==> config.mk <==
export PLATFORM = sky130hd
export DESIGN_NAME = banco_registros_flat
export DESIGN_NICKNAME = d
export VERILOG_FILES = /design/src/rtl/banco_registros_pkg.sv /design/src/rtl/banco_registros_if.sv /design/src/rtl/banco_registros_registro_n.sv /design/src/rtl/banco_registros.sv /design/src/flat_wrapper.sv
export SDC_FILE = /design/constraint.sdc
export NUM_CORES = 1
export LEC_CHECK = 0
export CAP_MARGIN = 25
export CORE_UTILIZATION = 30
export DETAILED_ROUTE_END_ITERATION = 12
export PLACE_DENSITY_LB_ADDON = 0.2
export SYNTH_ARGS = -nofsm -noshare
export SYNTH_HDL_FRONTEND = slang
export SYNTH_HIERARCHICAL = 1
export SYNTH_SLANG_ARGS = --single-unit
==> constraint.sdc <==
create_clock -name clk -period 3 [get_ports clk]
set_clock_uncertainty 0.2 [all_clocks]
set_input_delay 0.6 -clock clk [delete_from_list [all_inputs] [get_ports clk]]
set_output_delay 0.6 -clock clk [all_outputs]
set_load 0.01 [all_outputs]
==> src/rtl/banco_registros_pkg.sv <==
// Shared definitions for the banco_registros register bank:
// move-sequencer states, default sizing and address-width helper.
package banco_registros_pkg;

  localparam int DEF_WIDTH = 8;
  localparam int DEF_NREG  = 4;

  typedef enum logic [1:0] {
    IDLE   = 2'd0,
    MOV_RD = 2'd1,
    MOV_WR = 2'd2
  } state_t;

  // Address width for n registers, never narrower than one bit.
  function automatic int calc_aw(input int n);
    return (n <= 2) ? 1 : $clog2(n);
  endfunction

endpackage

==> src/rtl/banco_registros_if.sv <==
// Request/response bundle between the control-unit sequencer (master)
// and the register bank (slave).
interface banco_registros_if
  import banco_registros_pkg::*;
#(
  parameter int WIDTH = DEF_WIDTH,
  parameter int NREG  = DEF_NREG
);
  localparam int AW = calc_aw(NREG);

  logic             save;
  logic [AW-1:0]    save_addr;
  logic [WIDTH-1:0] save_value;
  logic             load;
  logic [AW-1:0]    load_addr;
  logic             mov;
  logic [AW-1:0]    mov_src;
  logic [AW-1:0]    mov_dst;
  logic [WIDTH-1:0] salida;
  logic             salida_valid;
  logic             busy;
  logic             error;

  modport master (
    output save, save_addr, save_value, load, load_addr, mov, mov_src, mov_dst,
    input  salida, salida_valid, busy, error
  );

  modport slave (
    input  save, save_addr, save_value, load, load_addr, mov, mov_src, mov_dst,
    output salida, salida_valid, busy, error
  );

endinterface

==> src/rtl/banco_registros_registro_n.sv <==
// Single WIDTH-bit storage register with write enable and an
// asynchronous active-high reset to a configurable value.
module registro_n #(
  parameter int               WIDTH     = 8,
  parameter logic [WIDTH-1:0] RESET_VAL = '0
) (
  input  logic             clk,
  input  logic             rst,
  input  logic             save,
  input  logic [WIDTH-1:0] d,
  output logic [WIDTH-1:0] q
);

  // Storage: reset to RESET_VAL, load d when enabled.
  always_ff @(posedge clk or posedge rst) begin
    if (rst)       q <= RESET_VAL;
    else if (save) q <= d;
  end

endmodule

==> src/rtl/banco_registros.sv <==
// NREG x WIDTH register bank: address decode, registered read bus,
// two-step register-to-register move sequencer and request error pulse.
// Optional macro BANCO_BYPASS_EN: a same-cycle save and load to the same
// address forwards save_value onto salida (default: read-before-write).
module banco_registros
  import banco_registros_pkg::*;
#(
  parameter int               WIDTH     = DEF_WIDTH,
  parameter int               NREG      = DEF_NREG,
  parameter logic [WIDTH-1:0] RESET_VAL = '0
) (
  input  logic              clk,
  input  logic              rst,
  banco_registros_if.slave  bus
);

  localparam int AW = calc_aw(NREG);

  logic [WIDTH-1:0] q [NREG];
  logic [NREG-1:0]  we;
  logic [WIDTH-1:0] wr_data;

  state_t           state;
  state_t           state_nx;
  logic             busy;
  logic             mov_rd;
  logic             mov_wr;

  logic [AW-1:0]    src_q;
  logic [AW-1:0]    dst_q;
  logic [WIDTH-1:0] temp;
  logic [WIDTH-1:0] src_data;
  logic [WIDTH-1:0] rd_data;

  logic             mov_ok;
  logic             mov_start;
  logic             save_acc;
  logic             load_acc;
  logic             reject;

  logic [WIDTH-1:0] salida_q;
  logic             valid_q;
  logic             error_q;

  function automatic logic addr_ok(input logic [AW-1:0] a);
    return int'(a) < NREG;
  endfunction

  // Request decode: a mov outranks save/load; everything is refused while busy.
  always_comb begin
    mov_ok    = addr_ok(bus.mov_src) && addr_ok(bus.mov_dst);
    mov_start = !busy && bus.mov && mov_ok;
    save_acc  = !busy && !bus.mov && bus.save && addr_ok(bus.save_addr);
    load_acc  = !busy && !bus.mov && bus.load && addr_ok(bus.load_addr);
    if (busy)
      reject = bus.save || bus.load || bus.mov;
    else if (bus.mov)
      reject = bus.save || bus.load || !mov_ok;
    else
      reject = (bus.save && !addr_ok(bus.save_addr)) ||
               (bus.load && !addr_ok(bus.load_addr));
  end

  // Move sequencer state register.
  always_ff @(posedge clk or posedge rst) begin
    if (rst) state <= IDLE;
    else     state <= state_nx;
  end

  // Move sequencer next state.
  always_comb begin
    state_nx = state;
    case (state)
      IDLE:    if (mov_start) state_nx = MOV_RD;
      MOV_RD:  state_nx = MOV_WR;
      MOV_WR:  state_nx = IDLE;
      default: state_nx = IDLE;
    endcase
  end

  // Move sequencer outputs.
  always_comb begin
    busy   = (state != IDLE);
    mov_rd = (state == MOV_RD);
    mov_wr = (state == MOV_WR);
  end

  // Latch move operands on acceptance; capture the source in MOV_RD.
  always_ff @(posedge clk or posedge rst) begin
    if (rst) begin
      src_q <= '0;
      dst_q <= '0;
      temp  <= '0;
    end else begin
      if (mov_start) begin
        src_q <= bus.mov_src;
        dst_q <= bus.mov_dst;
      end
      if (mov_rd) temp <= src_data;
    end
  end

  // Write-enable decode; save and move-write never coincide (save is refused while busy).
  always_comb begin
    wr_data = mov_wr ? temp : bus.save_value;
    we      = '0;
    for (int unsigned i = 0; i < NREG; i++) begin
      we[i] = (save_acc && (bus.save_addr == AW'(i))) ||
              (mov_wr && (dst_q == AW'(i)));
    end
  end

  // Read muxes for the output bus and the move source.
  always_comb begin
    rd_data  = '0;
    src_data = '0;
    for (int unsigned i = 0; i < NREG; i++) begin
      if (bus.load_addr == AW'(i)) rd_data  = q[i];
      if (src_q == AW'(i))         src_data = q[i];
    end
`ifdef BANCO_BYPASS_EN
    if (save_acc && (bus.save_addr == bus.load_addr)) rd_data = bus.save_value;
`else
`endif
  end

  // Registered read bus, valid strobe and error pulse.
  always_ff @(posedge clk or posedge rst) begin
    if (rst) begin
      salida_q <= '0;
      valid_q  <= 1'b0;
      error_q  <= 1'b0;
    end else begin
      valid_q <= load_acc;
      error_q <= reject;
      if (load_acc) salida_q <= rd_data;
    end
  end

  for (genvar g = 0; g < NREG; g++) begin : g_reg
    registro_n #(
      .WIDTH     (WIDTH),
      .RESET_VAL (RESET_VAL)
    ) u_reg (
      .clk  (clk),
      .rst  (rst),
      .save (we[g]),
      .d    (wr_data),
      .q    (q[g])
    );
  end

  assign bus.salida       = salida_q;
  assign bus.salida_valid = valid_q;
  assign bus.busy         = busy;
  assign bus.error        = error_q;

endmodule
==> src/flat_wrapper.sv <==
// flat-port wrapper written by rule: the top's interface ports become plain ports
module banco_registros_flat import banco_registros_pkg::*;
#(
  parameter int               WIDTH     = DEF_WIDTH,
  parameter int               NREG      = DEF_NREG,
  parameter logic [WIDTH-1:0] RESET_VAL = '0
)
  (clk, rst, bus_save, bus_save_addr, bus_save_value, bus_load, bus_load_addr, bus_mov, bus_mov_src, bus_mov_dst, bus_salida, bus_salida_valid, bus_busy, bus_error);
  banco_registros_if #(.WIDTH(WIDTH), .NREG(NREG)) bus_i ();
  input  logic clk;
  input  logic rst;
  input wire logic [$bits(bus_i.save)-1:0] bus_save;
  input wire logic [$bits(bus_i.save_addr)-1:0] bus_save_addr;
  input wire logic [$bits(bus_i.save_value)-1:0] bus_save_value;
  input wire logic [$bits(bus_i.load)-1:0] bus_load;
  input wire logic [$bits(bus_i.load_addr)-1:0] bus_load_addr;
  input wire logic [$bits(bus_i.mov)-1:0] bus_mov;
  input wire logic [$bits(bus_i.mov_src)-1:0] bus_mov_src;
  input wire logic [$bits(bus_i.mov_dst)-1:0] bus_mov_dst;
  output wire logic [$bits(bus_i.salida)-1:0] bus_salida;
  output wire logic [$bits(bus_i.salida_valid)-1:0] bus_salida_valid;
  output wire logic [$bits(bus_i.busy)-1:0] bus_busy;
  output wire logic [$bits(bus_i.error)-1:0] bus_error;
  assign bus_i.save = bus_save;
  assign bus_i.save_addr = bus_save_addr;
  assign bus_i.save_value = bus_save_value;
  assign bus_i.load = bus_load;
  assign bus_i.load_addr = bus_load_addr;
  assign bus_i.mov = bus_mov;
  assign bus_i.mov_src = bus_mov_src;
  assign bus_i.mov_dst = bus_mov_dst;
  assign bus_salida = bus_i.salida;
  assign bus_salida_valid = bus_i.salida_valid;
  assign bus_busy = bus_i.busy;
  assign bus_error = bus_i.error;
  banco_registros #(.WIDTH(WIDTH), .NREG(NREG), .RESET_VAL(RESET_VAL)) u_core (.clk(clk), .rst(rst), .bus(bus_i));
endmodule
==> report_table.html <==
<table>
<tr><th>Metric</th><th>Value</th></tr>
<tr><th colspan="2">Outcome</th></tr>
<tr><td>Outcome</td><td>finished clean</td></tr>
<tr><th colspan="2">Setup path</th></tr>
<tr><td>Reg2Reg Setup Slack</td><td>between 600 and 700 ps</td></tr>
<tr><td>Category of the most critical setup path</td><td>input port to register</td></tr>
<tr><td>Arrival time reported for the critical path endpoint</td><td>~2500 ps</td></tr>
<tr><td>Launching element type of the critical path</td><td>input port</td></tr>
<tr><td>R2R Path Start</td><td>u_core/state[1]$_DFFE_PP0P_</td></tr>
<tr><td>Endpoint of the worst register-to-register path</td><td>u_core/g_reg[3].u_reg/q[3]$_DFFE_PP0P_</td></tr>
<tr><td>Endpoint kind of the worst setup timing path</td><td>register</td></tr>
<tr><td>Number of cell instances on the worst register-to-register path</td><td>4</td></tr>
<tr><td>Worst Path Max Fanout</td><td>8</td></tr>
<tr><td>Required time worst endpoint</td><td>3000 ps</td></tr>
<tr><td>Worst setup startpoint</td><td>bus_save</td></tr>
<tr><th colspan="2">Detailed routing</th></tr>
<tr><td>Average wire per standard cell</td><td>around 20 um</td></tr>
<tr><td>Count of nets left with antenna violations after detail routing</td><td>0</td></tr>
<tr><td>Vias</td><td>~1500</td></tr>
<tr><td>Routed WL</td><td>~6000 um</td></tr>
<tr><td>Drt first pass iters</td><td>4</td></tr>
<tr><td>Number of vias per cell after detailed routing</td><td>~4.9</td></tr>
<tr><td>Drt drc</td><td>0</td></tr>
<tr><td>Count of routing violations after the opening detailed-route iteration</td><td>between 60 and 70</td></tr>
<tr><th colspan="2">Final layout</th></tr>
<tr><td>Post-layout util</td><td>around two fifths</td></tr>
<tr><td>Post-route cell area</td><td>between 3000 and 4000 um^2</td></tr>
<tr><td>Nets</td><td>222</td></tr>
<tr><td>Area growth syn-to-layout</td><td>20.4%</td></tr>
<tr><td>Number of diodes</td><td>0</td></tr>
<tr><td>Multi-input gate area</td><td>~1300 um^2</td></tr>
<tr><td>Sequential cell area in the final layout</td><td>between 1000 and 1500 um^2</td></tr>
<tr><td>Layout cell share with drive strength beyond 1</td><td>50.2%</td></tr>
<tr><td>Fill cell total of the finished layout</td><td>between 800 and 900</td></tr>
<tr><td>Non-filler cells, final</td><td>roughly 310</td></tr>
<tr><th colspan="2">Global routing</th></tr>
<tr><td>Wire length of the first global-routing pass</td><td>9620 um</td></tr>
<tr><td>Vias in the first global route</td><td>about 1700</td></tr>
<tr><td>Largest net degree at the start of global routing</td><td>17</td></tr>
<tr><td>Tot GR Track Use</td><td>13.5%</td></tr>
<tr><td>Overall overflow remaining after global route</td><td>0</td></tr>
<tr><td>Antenna violations before repair</td><td>0</td></tr>
<tr><th colspan="2">Synth</th></tr>
<tr><td>Share of the synthesized area in the top cell type</td><td>between 40 and 50%</td></tr>
<tr><td>Complex-gate fraction of the synthesized area</td><td>under 10%</td></tr>
<tr><td>Mux share of post-synthesis cell area</td><td>41.2%</td></tr>
<tr><td>Synthesized flop and latch total</td><td>56</td></tr>
<tr><td>Flip-flop cell with the highest count after synthesis</td><td>sky130_fd_sc_hd__dfrtp_1</td></tr>
<tr><td>Syn_nets</td><td>around 190</td></tr>
<tr><td>Dominant combinational cell family by area after synthesis</td><td>multiplexers</td></tr>
<tr><td>Basic-gate share of the synthesized area counting and, or, nand and nor cells</td><td>3.12%</td></tr>
<tr><td>Mapped Area</td><td>2810 um^2</td></tr>
<tr><td>Average footprint of a synthesized cell</td><td>between 15 and 20 um^2</td></tr>
<tr><td>Cell type with the highest aggregate area in the netlist</td><td>sky130_fd_sc_hd__dfrtp_1</td></tr>
<tr><td>Post-synthesis sequential area ratio</td><td>about 50%</td></tr>
<tr><td>Number of flops mapped to enable cells by yosys</td><td>0</td></tr>
<tr><td>Ranking of synthesized cells by area</td><td>sky130_fd_sc_hd__dfrtp_1 50%, sky130_fd_sc_hd__mux2_4 17%, sky130_fd_sc_hd__mux4_2 13%</td></tr>
<tr><td>Post-synthesis adder-cell area fraction</td><td>0.356%</td></tr>
<tr><td>Number of instances in the synthesized netlist</td><td>approximately 170</td></tr>
<tr><td>Most common cell in the netlist</td><td>sky130_fd_sc_hd__dfrtp_1</td></tr>
<tr><td>XOR/XNOR share of the synthesized area</td><td>0%</td></tr>
<tr><td>Number of distinct standard cells referenced by the synthesized netlist</td><td>19</td></tr>
<tr><td>Yosys warns</td><td>6</td></tr>
<tr><td>Most instantiated cells after synthesis</td><td>56 x sky130_fd_sc_hd__dfrtp_1, 32 x sky130_fd_sc_hd__mux2_4, 28 x sky130_fd_sc_hd__mux2_2</td></tr>
<tr><td>Share of synthesized flip-flops with an asynchronous set or reset</td><td>100%</td></tr>
<tr><th colspan="2">CTS</th></tr>
<tr><td>Clock Latency Late Sink</td><td>310 ps</td></tr>
<tr><td>CTS sink count</td><td>56</td></tr>
<tr><td>Root buffer cell</td><td>sky130_fd_sc_hd__clkbuf_8</td></tr>
<tr><td>Clock transition at the registers of the reported paths</td><td>100 ps</td></tr>
<tr><td>CTS Hold Buffers Added</td><td>0</td></tr>
<tr><td>CTS tree</td><td>built</td></tr>
<tr><td># Post-CTS Setup Buffers</td><td>0</td></tr>
<tr><td>Number of levels in the clock H-tree</td><td>2</td></tr>
<tr><td>Total of cells resized after clock tree synthesis</td><td>0</td></tr>
<tr><td>Bufs on Longest Clock Path</td><td>2</td></tr>
<tr><td>CTS buffer count</td><td>5</td></tr>
<tr><th colspan="2">Power and ir drop</th></tr>
<tr><td>Design Power</td><td>roughly 2.9 mW</td></tr>
<tr><td>Maximum VDD drop</td><td>0.000249 V</td></tr>
<tr><td>Leakage dissipation</td><td>about 1.4 nW</td></tr>
<tr><td>Total net switching power</td><td>between 0.8 and 0.9 mW</td></tr>
<tr><td>Proportion of power drawn by the clock network</td><td>14.3%</td></tr>
<tr><td>Internal power summed over all cells</td><td>around 2.0 mW</td></tr>
<tr><td>Logic gate share of total power</td><td>~38%</td></tr>
<tr><td>Pwr Density</td><td>around 840 nW/um^2</td></tr>
<tr><td>Switching share of total power</td><td>28.7%</td></tr>
<tr><td>Proportion of power drawn by flip-flops and latches</td><td>a little under half</td></tr>
<tr><th colspan="2">STA</th></tr>
<tr><td>Final number of max-transition violations</td><td>0</td></tr>
<tr><td>Shortest clock period the worst path allows after layout</td><td>about 2500 ps</td></tr>
<tr><td>Peak Freq</td><td>between 0.4 and 0.5 GHz</td></tr>
<tr><td>Max-slew headroom at the worst pin</td><td>56.5%</td></tr>
<tr><td>Total count of hold-check failures in the final report</td><td>0</td></tr>
<tr><td>Accumulated negative setup slack</td><td>0 ps</td></tr>
<tr><td>Ratio of final minimum period to clock period</td><td>between 80% and 90%</td></tr>
<tr><td>Worst slew pin tran</td><td>around 650 ps</td></tr>
<tr><td>Endpoints failing setup</td><td>0</td></tr>
<tr><td>Worst-case hold slack</td><td>roughly 310 ps</td></tr>
<tr><td>Worst path setup slack after routing</td><td>about 520 ps</td></tr>
<tr><td>RSZ-0062 raised after global routing</td><td>no</td></tr>
<tr><th colspan="2">Placed design</th></tr>
<tr><td>Count of buffers inserted at the top-level ports</td><td>31</td></tr>
<tr><td>Placed standard-cell area</td><td>around 3300 um^2</td></tr>
<tr><td>Gp weighted congestion</td><td>0.770</td></tr>
<tr><td>Cells after DPL</td><td>between 300 and 400</td></tr>
<tr><td>Setup slack after placement</td><td>~210 ps</td></tr>
<tr><td>DPL Wire Length</td><td>between 4000 and 5000 um</td></tr>
<tr><th colspan="2">Worst hold path</th></tr>
<tr><td>Cells on Worst Hold Path</td><td>1</td></tr>
<tr><td>Startpoint of the worst hold path</td><td>u_core/temp[5]$_DFFE_PP0N_</td></tr>
<tr><td>Kind of path behind the tightest hold check</td><td>register to register</td></tr>
<tr><td>WHS Endpoint</td><td>u_core/temp[5]$_DFFE_PP0N_</td></tr>
<tr><th colspan="2">Floorplan</th></tr>
<tr><td>Number of top-level pins</td><td>32</td></tr>
<tr><td>Row count</td><td>34</td></tr>
<tr><td>CORE AREA</td><td>8890 um^2</td></tr>
<tr><td>Initial core utilization</td><td>a little under a third</td></tr>
<tr><td>Die area</td><td>between 9000 and 10000 um^2</td></tr>
<tr><td>Chip width</td><td>98.8 um</td></tr>
<tr><td>Chip Height</td><td>98.8 um</td></tr>
<tr><th colspan="2">Run</th></tr>
<tr><td>Max_cap viols</td><td>0</td></tr>
</table>
[cells by family (layout without fill, tap and decap cells)]
family          Yosys count  count (layout)
mux                      76              76
flops                    56              56
buf+inv                  20              55
simple gates              9               9
compound gates            4               4
fa+ha+maj                 1               1
[power groups by stage]
stage / combinational, mW / sequential, mW / clock (mW)
finish: 1.08 / 1.37 / 0.409
global route: 1.15 / 1.42 / 0.455
CTS: 1.09 / 1.37 / 0.431
detailed placement: 1.08 / 1.38 / 0
global placement: 1.07 / 1.37 / 0
floorplan: 0.826 / 1.29 / 0
[cells in the final DEF (no fill, tap or decap), drive strengths merged, types with 2 or more instances in the layout]
cell type | netlist | layout
mux2 | 60 | 60
mux4 | 16 | 16
buf | 11 | 9
dfrtp | 56 | 56
clkbuf | 1 | 5
or2 | 2 | 2
inv | 8 | 8
clkdlybuf4s50 | 0 | 31
o32ai | 4 | 4
[worst max-delay path by stage]
stage,end
after global routing,bus_busy
after global placement,u_core/g_reg[3].u_reg/q[7]$_DFFE_PP0P_
after floorplan,u_core/g_reg[0].u_reg/q[0]$_DFFE_PP0P_
after detailed placement,u_core/g_reg[3].u_reg/q[7]$_DFFE_PP0P_
after CTS,u_core/g_reg[3].u_reg/q[3]$_DFFE_PP0P_
final,u_core/g_reg[3].u_reg/q[3]$_DFFE_PP0P_
[cell type report]
cell class	count	share of cell area [%]
Clock buffer	5	2.03
Clock inverter	2	0.370
Inverter	8	0.888
Multi-Input combinational cell	90	39.0
Sequential cell	56	41.4
Tap cell	108	4.00
Timing Repair Buffer	40	12.3
[sequential cells by signal (all words and copies together), names as in the netlist]
register and count:
u_core/bus.salida_valid 1, u_core/dst_q 2, u_core/bus.salida 8, u_core/temp 8, u_core/g.u_reg/q 32, u_core/state 2, u_core/bus.error 1, u_core/src_q 2
[routing by layer]
layer	vias to the layer above	share of wire, %	track usage (%)	wire length [um]
li1	681	-	-	-
met5	-	0	0	0
met2	27	49	21.7	2980
met3	6	4.7	3.76	283
met1	813	45	17.7	2710
met4	0	1.1	3.79	69
[critical path: stages]
cell                              delay, ps
sky130_fd_sc_hd__clkdlybuf4s50_1        470
sky130_fd_sc_hd__or4b_1                 560
sky130_fd_sc_hd__o32ai_2                340
sky130_fd_sc_hd__buf_12                 190
sky130_fd_sc_hd__mux2_4                 300
Note: power is estimated with default switching activity, not from simulation.
==> RTL change, RTL diff (config.mk and constraints unchanged) <==
Re-encode `state_t` (3 states) as one-hot, 3 bits wide.
--- a/src/rtl/banco_registros_pkg.sv
+++ b/src/rtl/banco_registros_pkg.sv
@@ -5,10 +5,10 @@
   localparam int DEF_WIDTH = 8;
   localparam int DEF_NREG  = 4;
 
-  typedef enum logic [1:0] {
-    IDLE   = 2'd0,
-    MOV_RD = 2'd1,
-    MOV_WR = 2'd2
+  typedef enum logic [2:0] {
+    IDLE   = 3'b001,
+    MOV_RD = 3'b010,
+    MOV_WR = 3'b100
   } state_t;
 
   // Address width for n registers, never narrower than one bit.
Check against the original RTL: same outputs for any inputs over 10 cycles, from zero or initial values and one cycle with rst high; not proved beyond that.
==> RTL change against the original RTL <==
Total power is 18% higher; synthesized cell count increased by 3.0%; sequential cell count up 1; largest cell class unchanged; worst hold slack worse by 0.0070 ns; synthesized area grew 1.2%; sequential share of layout area shrank 0.24 points; cell area rose by 2.5%; wire length increased by 0.89%; critical endpoint is now bus_busy; worst setup slack worse by 0.19 ns; combinational power increased by 15%; maximum frequency is 7.0% lower.
==> RTL change: results (changes against the original RTL) <==
sequential area share after synthesis -> 50.24% (was 49.89%)
Yosys cell types -> 23 (was 19)
fill count -> 883 (was 820)
Skew-Pair Late Insertion Delay -> 0.34 ns (was 0.31 ns)
DP HPWL -> 4.161 mm (was 4.168 mm)
WP data arrival -> 1.86 ns (was 2.47 ns)
max reg flops -> 32 (unchanged)
post-synthesis xor/xnor area fraction -> 0% (unchanged)
leakage dissipation -> 1.451 nW (was 1.420 nW)
share of cells above drive strength 1 -> 47.22% (was 50.25%)
initial antenna violation count -> 0 (unchanged)
predominant post-synthesis flop cell -> dfrtp_1 (unchanged)
clock-pin slew on the worst setup and hold paths -> 0.06 ns (was 0.10 ns)
Crit path largest cell delay -> 0.56 ns (about the same)
Post-CTS Setup Bufs -> 0 (unchanged)
gpl congestion -> 0.7288 (was 0.7696)
Tightest Hold Check Type -> reg2reg (unchanged)
GRT Util Overall -> 14.10% (was 13.45%)
H-tree level count -> 3 (was 2)
Worst path top cell family by delay -> flip-flops (was buffers and inverters)
Max VDD drop -> 222.3 uV (was 249.5 uV)
relative slew slack -> 58.93% (was 56.55%)
pre-CTS WS -> 0.2878 ns (was 0.2093 ns)
largest fanout on the critical path -> 5 (was 8)
DR vias/cell -> 4.850 (was 4.942)
adder-cell share of the synthesized area -> 0% (was 0.3563%)
setup violators final -> 0 (unchanged)
Syn Nets -> 192 (was 187)
CP max-delay cell -> dfstp_2 (was or4b_1)
nets -> 232 (was 222)
Num CTS Buffers -> 9 (was 5)
number of global-route vias before repair -> 1745 (was 1678)
clock tree buffer depth -> 2 (unchanged)
WL final -> 6.095 mm (was 6.041 mm)
Pre-antenna DRT Iters -> 4 (unchanged)
largest net degree at the start of global routing -> 16 (was 17)
clock root cell -> clkbuf_8 (unchanged)
top cells by count, synth -> 56 x dfrtp_1, 32 x mux2_4, 27 x mux2_2 (was 56 x dfrtp_1, 32 x mux2_4, 28 x mux2_2)
port bufs -> 31 (unchanged)
post_cts resized -> 0 (unchanged)
Largest Register -> u_core/g.u_reg/q (unchanged)
post-synthesis mux area share -> 40.29% (was 41.16%)
ranking of synthesized cells by area -> dfrtp_1 49%, mux2_4 17%, mux4_2 13% (was dfrtp_1 50%, mux2_4 17%, mux4_2 13%)
post-synthesis compound-gate area fraction -> 1.673% (was 1.247%)
async set or reset register ratio after synthesis -> 100.0% (unchanged)
Ys Warns -> 6 (unchanged)
n_diodes -> 0 (unchanged)
starting DRC count in detailed routing -> 43 (was 63)
first-pass GRT wire length -> 9.901 mm (was 9.618 mm)
outcome -> finished clean (unchanged)
-- RTL change: metrics by stage --
stage	instance area [um2]	std cells
2_1_floorplan	2841	171
3_3_place_gp	3296	311
3_5_place_dp	3296	311
4_1_cts	3466	327
5_1_grt	3466	327
6_report	3466	327
-- RTL change: path summary, 6_finish.rpt --
| path | from | to | slack [ns] | depth (start not counted) |
|---|---|---|---|---|
| max | u_core/state[0] | bus_busy | 0.34 | 2 |
| min | u_core/bus.salida[3] | u_core/bus.salida[3] | 0.30 | 1 |
| max reg2reg | u_core/state[0] | u_core/g_reg[2].u_reg/q[1] | 0.87 | 5 |
| min reg2reg | u_core/bus.salida[3] | u_core/bus.salida[3] | 0.30 | 1 |
| max in group asynchronous | rst | u_core/state[0] | 1.53 | 3 |
| min in group asynchronous | rst | u_core/g_reg[2].u_reg/q[3] | 0.47 | 2 |
-- RTL change: logic make-up after synthesis --
logic type      after synthesis
mux                          75
flops                        57
buf+inv                      19
simple gates                 13
compound gates                7
-- RTL change: layout make-up --
type / instances / share of cell area (%)
inverters: 8 / 0.8664
clock buffers: 16 / 4.910
multi-input cells: 95 / 37.76
well taps: 111 / 4.007
flip-flops and latches: 57 / 41.19
repair buffers: 40 / 11.26
-- RTL change: report_power, final --
group	switching [mW]	total, mW	internal (mW)	leakage, nW
sequential	0.326	1.48	1.16	0.672
combinational	0.341	1.24	0.897	0.693
clock	0.287	0.634	0.347	0.0850
total	0.954	3.36	2.40	1.45
-- RTL change: metal layers --
layer,vias up,share of wire [%],track usage (%)
met5,-,0,0
met4,0,2.1,7.805
met3,10,3.0,3.092
met2,32,46,21.79
met1,825,49,18.44
li1,719,-,-
